`config.mk`:
```
export PLATFORM = sky130hd
export DESIGN_NAME = uart_pkt_responder
export DESIGN_NICKNAME = d
export VERILOG_FILES = /design/src/rtl/uart_pkt_pkg.sv /design/src/rtl/uart_pkt_responder_if.sv /design/src/rtl/axis_reg1.sv /design/src/rtl/uart_pkt_responder.sv
export SDC_FILE = /design/constraint.sdc
export NUM_CORES = 1
export LEC_CHECK = 0
export BUFFER_PORTS_ARGS = -buffer_cell sky130_fd_sc_hd__buf_2
export CAP_MARGIN = 20
export CORE_ASPECT_RATIO = 1.4
export CORE_MARGIN = 5
export CORE_UTILIZATION = 53
export CTS_CLUSTER_SIZE = 16
export DETAILED_ROUTE_END_ITERATION = 6
export GPL_TIMING_DRIVEN = 0
export PLACE_DENSITY = 0.72
export REMOVE_ABC_BUFFERS = 1
export SYNTH_ARGS = -nofsm -noshare
export SYNTH_HDL_FRONTEND = slang
export SYNTH_SLANG_ARGS = --single-unit
```
`constraint.sdc`:
```
create_clock -name clk_i -period 6.3 [get_ports clk_i]
set_clock_uncertainty 0.15 [all_clocks]
set_input_delay 1.89 -clock clk_i [delete_from_list [all_inputs] [get_ports clk_i]]
set_output_delay 1.89 -clock clk_i [all_outputs]
set_load 0.01 [all_outputs]
```
`src/rtl/uart_pkt_pkg.sv`:
```
// rtl/uart_pkt_pkg.sv - shared types and defaults for the UART packet responder
package uart_pkt_pkg;

  // Packet parser states: four header bytes, then payload handling
  typedef enum logic [2:0] {
    ST_OP,
    ST_RSV,
    ST_LSB,
    ST_MSB,
    ST_ECHO,
    ST_DROP
  } state_e;

  localparam logic [7:0] ECHO_OP_DEF   = 8'hEC;
  localparam int         HDR_BYTES_DEF = 4;

  // Payload length after removing the header; a length shorter than the header means no payload
  function automatic logic [15:0] sat_sub(input logic [15:0] a, input logic [15:0] b);
    return (a > b) ? (a - b) : 16'd0;
  endfunction

endpackage

```
`src/rtl/uart_pkt_responder_if.sv`:
```
// rtl/uart_pkt_responder_if.sv - byte stream bundle with data, valid, ready and last
interface uart_pkt_responder_if;
  logic [7:0] tdata;
  logic       tvalid;
  logic       tready;
  logic       tlast;

  modport master (output tdata, output tvalid, output tlast, input tready);
  modport slave  (input tdata, input tvalid, input tlast, output tready);
endinterface

```
`src/rtl/axis_reg1.sv`:
```
// rtl/axis_reg1.sv - one-entry stream register carrying data and last
module axis_reg1 (
  input  logic                 clk_i,
  input  logic                 rst_ni,
  uart_pkt_responder_if.slave  s,
  uart_pkt_responder_if.master m
);

  logic [7:0] r_data;
  logic       r_valid;
  logic       r_last;
  logic       w_ready;

  // Accept a new byte when empty or when the held byte leaves this cycle
  assign w_ready  = !r_valid || m.tready;
  assign s.tready = w_ready;
  assign m.tdata  = r_data;
  assign m.tvalid = r_valid;
  assign m.tlast  = r_last;

  // Load on input handshake, otherwise empty on output handshake; hold while stalled
  always_ff @(posedge clk_i or negedge rst_ni) begin
    if (!rst_ni) begin
      r_data  <= 8'd0;
      r_valid <= 1'b0;
      r_last  <= 1'b0;
    end else if (s.tvalid && w_ready) begin
      r_data  <= s.tdata;
      r_valid <= 1'b1;
      r_last  <= s.tlast;
    end else if (m.tready) begin
      r_valid <= 1'b0;
      r_last  <= 1'b0;
    end
  end

endmodule

```
`src/rtl/uart_pkt_responder.sv`:
```
// rtl/uart_pkt_responder.sv - parses header, echoes or drops payload bytes
module uart_pkt_responder
  import uart_pkt_pkg::*;
#(
  parameter logic [7:0] ECHO_OP   = ECHO_OP_DEF,
  parameter int         HDR_BYTES = HDR_BYTES_DEF
) (
  input  logic       clk_i,
  input  logic       rst_ni,
  input  logic [7:0] s_axis_tdata,
  input  logic       s_axis_tvalid,
  output logic       s_axis_tready,
  output logic [7:0] m_axis_tdata,
  output logic       m_axis_tvalid,
  input  logic       m_axis_tready,
  output logic       m_axis_tlast,
  output logic       busy_o,
  output logic       err_o
);

  state_e      r_state;
  logic [7:0]  r_op;
  logic [7:0]  r_lsb;
  logic [15:0] r_rem;
  logic        r_err;

  logic        w_acc;
  logic [15:0] w_rem_calc;

  uart_pkt_responder_if u_ld_if ();
  uart_pkt_responder_if u_out_if ();

  // Only payload bytes in ECHO feed the output register; the final one carries last
  assign u_ld_if.tdata  = s_axis_tdata;
  assign u_ld_if.tvalid = (r_state == ST_ECHO) && s_axis_tvalid;
  assign u_ld_if.tlast  = (r_rem == 16'd1);

  assign m_axis_tdata    = u_out_if.tdata;
  assign m_axis_tvalid   = u_out_if.tvalid;
  assign m_axis_tlast    = u_out_if.tlast;
  assign u_out_if.tready = m_axis_tready;

  // DROP never touches the output register; every other state waits for room in it
  assign s_axis_tready = rst_ni && ((r_state == ST_DROP) || u_ld_if.tready);
  assign w_acc         = s_axis_tvalid && s_axis_tready;
  assign w_rem_calc    = sat_sub({s_axis_tdata, r_lsb}, 16'(HDR_BYTES));
  assign busy_o        = (r_state != ST_OP);
  assign err_o         = r_err;

  axis_reg1 u_out_reg (
    .clk_i  (clk_i),
    .rst_ni (rst_ni),
    .s      (u_ld_if),
    .m      (u_out_if)
  );

  // Header parsing and payload counting, one accepted byte per step
  always_ff @(posedge clk_i or negedge rst_ni) begin
    if (!rst_ni) begin
      r_state <= ST_OP;
      r_op    <= 8'd0;
      r_lsb   <= 8'd0;
      r_rem   <= 16'd0;
      r_err   <= 1'b0;
    end else begin
      r_err <= 1'b0;
      case (r_state)
        ST_OP: if (w_acc) begin
          r_op    <= s_axis_tdata;
          r_state <= ST_RSV;
        end
        ST_RSV: if (w_acc) begin
          r_state <= ST_LSB;
        end
        ST_LSB: if (w_acc) begin
          r_lsb   <= s_axis_tdata;
          r_state <= ST_MSB;
        end
        ST_MSB: if (w_acc) begin
          r_rem <= w_rem_calc;
          r_err <= (r_op != ECHO_OP);
          if (w_rem_calc == 16'd0) begin
            r_state <= ST_OP;
          end else if (r_op == ECHO_OP) begin
            r_state <= ST_ECHO;
          end else begin
            r_state <= ST_DROP;
          end
        end
        ST_ECHO, ST_DROP: if (w_acc) begin
          r_rem <= r_rem - 16'd1;
          if (r_rem == 16'd1) begin
            r_state <= ST_OP;
          end
        end
        default: r_state <= ST_OP;
      endcase
    end
  end

endmodule

```
After elaboration in Yosys (flattened, before gate mapping)
Cells that the tools add are included.

Register bits: 46. Bits of input ports: 12. Output and inout port bits: 13.

Multiplexer cells: 18. Add/subtract/negate cells: 2. Equality and inequality tests: 14. Order comparisons: 1. Reductions and logical operators: 17.

Operators with widths (number): two-way mux 16 bit (3); one-hot mux 16 bit (2 select lines) (1); two-way mux 3 bit (7); == test 16 x 1 -> 1 bit (second input constant) (1); > comparator 16 x 3 -> 1 bit (second input constant) (1); logical NOT 16 bit (1); subtractor 16 x 1 -> 16 bit (second input constant) (1); subtractor 16 x 3 -> 16 bit (second input constant) (1); one-hot mux 3 bit (5 select lines) (1); inequality test 2 bit (second input constant) (5); == test 8 bit (second input constant) (1); inequality test 8 bit (second input constant) (1); == test 3 x 2 -> 1 bit (second input constant) (2); == test 3 bit (second input constant) (2); two-way mux 1 bit (6); AND reduction 6 bit (1); logical AND 1 bit (4); AND reduction 2 bit (2); nonzero test 2 bit (2); == test 3 x 1 -> 1 bit (second input constant) (1); logical NOT 3 bit (1); AND reduction 3 bit (1); nonzero test 3 bit (1); logical OR 1 bit (2); 3 further kinds (3).

Logic depth before layout (Yosys ltp)
Depth in word-level cells: 7. Depth in mapped cells: 8. Mapped depth without buffers: 7.

Cells and area by module
From an unflattened synthesis, not the netlist that was laid out.

Cells, all modules: 304. Area total of the unflattened synthesis: 2872.8 um^2.

Modules (own cells, without submodules): uart_pkt_responder (area an instance 2446.1 um^2, seq. area each 900.9 um^2, instances 1, cells an instance 279); axis_reg1 (area an instance 426.7 um^2, seq. area each 250.2 um^2, instances 1, cells an instance 25).

Worst setup path after synthesis
OpenSTA, ideal clock, no wires.

Path type: input port to output port. Start: input port m_axis_tready. End: output port s_axis_tready. Buffers on the path: 0. Stages on the path: 3. Path slack: 1.805 ns. Data required time: 4.260 ns. Arrival time: 2.455 ns. Cell sequence: nor2b_1 nand2_1 and2_1.

Cells in the longest elaborated chain, start to end: 3.

RTL lines: from (decl) (line uart_pkt_responder.sv:15) `input logic m_axis_tready,`; logical OR 1 bit (line axis_reg1.sv:15) `assign w_ready = !r_valid || m.tready;`; logical OR 1 bit (line uart_pkt_responder.sv:44) `assign s_axis_tready = rst_ni && ((r_state == ST_DROP) || u_ld_if.tready);`; logical AND 1 bit (line uart_pkt_responder.sv:44); to (decl) (line uart_pkt_responder.sv:12) `output logic s_axis_tready,`.

No other way between the ends.

Final worst setup path
Ends and elaborated chain as after synthesis.

==> qor.txt <==
Worst R2R Start = r_state[1]$_DFFE_PN0P_
synth warn = 0
Hold Buf Count CTS = 0
FFs w/ async S/R, synth = 100.0%
most common cell after layout, fill and taps aside = dfrtp_1
Critical Path Fanout Max = 7
#FFs+latches synth = 46
Clock Tree Buf Depth = 2
max-slew violations = 0
WP data required = 4.26 ns
port bufs = 24
crit-path max cell delay = 0.39 ns
crit path from = m_axis_tready
# clock sinks = 46
die width = 71.01 um
core area = 0.005120 mm^2
Post-synth EDFFs = 0
NetSw = 0.5617 mW
Synth cell types = 57
GR Overflow Total = 0
clk_lat worst skew = 0.30 ns
setup TNS = 0 ns
Die Span Y = 95.41 um
RSZ-0062 raised after global routing = false
Tmin final = 4.843 ns
number of gates resized after CTS = 0
mean post-synth cell area = 9.827 um^2
fin util = 58.72%
vias in the first global route = 2,214
DRT antenna net count = 0
crit path max-delay cell type = nor2b_1
Root Driver = clkbuf_8
clock share of power = 14.0%
final setup violation count = 0
most frequent cells in the layout = dfrtp_1 (46), o21ai_0 (24), mux2_2 (24), buf_2 (24), nor2_1 (20)
drt drc = 0
multi-input logic area = 0.001515 mm^2
register share of total power = 42.8%
Lkg Pwr = 1.219 nW
CP dominant cell by count = buf_2
crit share post-route = 76.88%
status = finished, final reports clean
internal power = 0.7892 mW
total CTS buffers = 5
number of vias per cell = 6.203
crit-path cells = buf_2 -> nor2b_1 -> nand2_1 -> and2_1 -> buf_2
TritonCTS clock tree = yes
max-cap violation count = 0
post-DP HPWL = 4.733 mm
FF/Latch Area = 0.001151 mm^2
final hold vios = 0
layout cells sized above 1 = 22.41%
WL per Instance = 17.74 um
synthesized cell area = 0.002761 mm^2
clock transition at the registers of the reported paths = 0.08 ns
htree depth = 2
Tot Pwr = 1.351 mW
setup bufs post-CTS = 0
Cells after Synth = 281
Detailed Routing Iterations Pass 1 = 4
worst hold path type = reg -> reg
Fill cells = 472
largest net degree at the start of global routing = 49
slack of the worst reg-to-reg path = 3.27 ns
antenna cells = 0
fin nets = 314
Total GRT Usage = 20.23%
# IOs = 25
combinational share of power = 43.2%
initial antenna violation count = 0
Area Overhead vs Synth = 8.881%
WL final = 6.475 mm
critical path capture point type = primary output
PD cells = 449.3 mW/mm^2
Initial Util = 53.93%
Critical Path AT = 2.80 ns
critical path type = in -> out
Worst VDD drop = 0.2561 mV
startpoint types = primary input
sw frac = 41.58%
Worst slew margin = 32.22%
Most used DFF post-synth = dfrtp_1
initial DRC count = 141
first-pass GRT wire length = 10.88 mm
Seq/Total Area, Yosys = 41.69%
Fmax achieved = 206.5 MHz
Vias = 2,264
# rows = 31
Worst-Margin Slew = 1.017 ns
gp weighted congestion = 0.8841
die area = 0.006774 mm^2
HP Start = u_out_reg.m.tdata[2]$_DFFE_PN0P_
[worst paths after layout]
kind / to / depth (start not counted)
max in group asynchronous: r_state[0]$_DFFE_PN0P_ / 2
hold reg to reg: u_out_reg.m.tdata[2]$_DFFE_PN0P_ / 1
setup reg to reg: r_rem[15]$_DFFE_PN0P_ / 5
setup / recovery: s_axis_tready / 5
min in group asynchronous: r_rem[7]$_DFFE_PN0P_ / 1
hold / removal: u_out_reg.m.tdata[2]$_DFFE_PN0P_ / 1
[cells in the mapped netlist (3+ instances only)]
| master | instances | share of area (%) |
|---|---|---|
| nand4_1 | 3 | 0.68 |
| o32a_1 | 3 | 1.1 |
| a21oi_1 | 11 | 2.0 |
| nor2b_1 | 3 | 0.68 |
| nand2b_1 | 3 | 0.68 |
| nand2_1 | 15 | 2.0 |
| a21o_1 | 3 | 0.82 |
| or3_1 | 7 | 1.6 |
| dfrtp_1 | 46 | 42 |
| xnor2_1 | 6 | 1.9 |
| mux2_2 | 24 | 9.8 |
| a22o_1 | 6 | 1.9 |
| nor4_1 | 7 | 1.6 |
| nor2_1 | 20 | 2.7 |
| xor2_1 | 5 | 1.6 |
| nor3b_1 | 4 | 1.1 |
| nor3_1 | 10 | 1.8 |
| nand3b_1 | 5 | 1.4 |
| clkbuf_1 | 11 | 1.5 |
| ha_1 | 4 | 1.8 |
| o21ai_0 | 24 | 4.3 |
| inv_1 | 6 | 0.82 |
| and4b_1 | 3 | 1.1 |
| or4_1 | 4 | 1.1 |
| nand3_1 | 6 | 1.1 |
| o21ai_1 | 3 | 0.54 |
| a31oi_1 | 3 | 0.68 |
[per-stage QoR]
step           hold slack, ns  std cells  area [um^2]  setup slack (ns)
3_3_place_gp           0.3341        356         2892             1.157
2_1_floorplan          0.3143        266         2689             1.805
4_1_cts                0.3597        364         2987             1.155
5_1_grt                0.3766        365         3007             1.386
3_5_place_dp           0.3399        356         2892             1.150
6_report               0.3545        365         3007             1.457
[state kept, by name, indices dropped and copies added (netlist names)]
register / cells
err_o: 1
r_lsb: 8
r_op: 8
r_rem: 16
r_state: 3
u_out_reg.m.tdata: 8
u_out_reg.m.tlast: 1
u_out_reg.m.tvalid: 1
[routing by layer]
layer  GRT usage (%)  vias to the layer above  share of wire (%)
met5               0                        -                  0
met2           35.76                       59                 52
met4           7.053                        0                1.9
met1           25.03                     1107                 43
li1                -                     1088                  -
met3           3.059                       10                3.5
[power by group through the flow]
stage	clock network, mW	registers (mW)	logic (mW)
floorplan	0	0.552	0.421
global placement	0	0.572	0.565
detailed placement	0	0.579	0.577
CTS	0.193	0.573	0.580
global route	0.206	0.598	0.649
finish	0.189	0.578	0.584
[area by class of cell]
type / instances / share of cell area [%]
clock inverter: 2 / 0.4161
multi-input combinational: 214 / 50.40
clock buffer: 6 / 2.747
sequential: 46 / 38.29
inverter: 6 / 0.7491
tap: 66 / 2.747
timing repair buffer: 25 / 4.661
[critical path: cells and delay by family]
kind          cells  cell delay [ns]
simple gates      3             0.69
buf+inv           2             0.23
[logic make-up (layout without fill, tap and decap cells)]
family,count (synthesis),in the layout,share of synthesized area [%]
and+or+nand+nor,106,106,22.75
AOI/OAI and AO/OA,69,69,17.04
DFF,46,46,41.69
muxes,24,24,9.787
buffers and inverters,21,39,3.443
xor gates and xnor gates,11,11,3.489
adders and majority gates,4,4,1.812
Power figures use the tool's default switching activity.
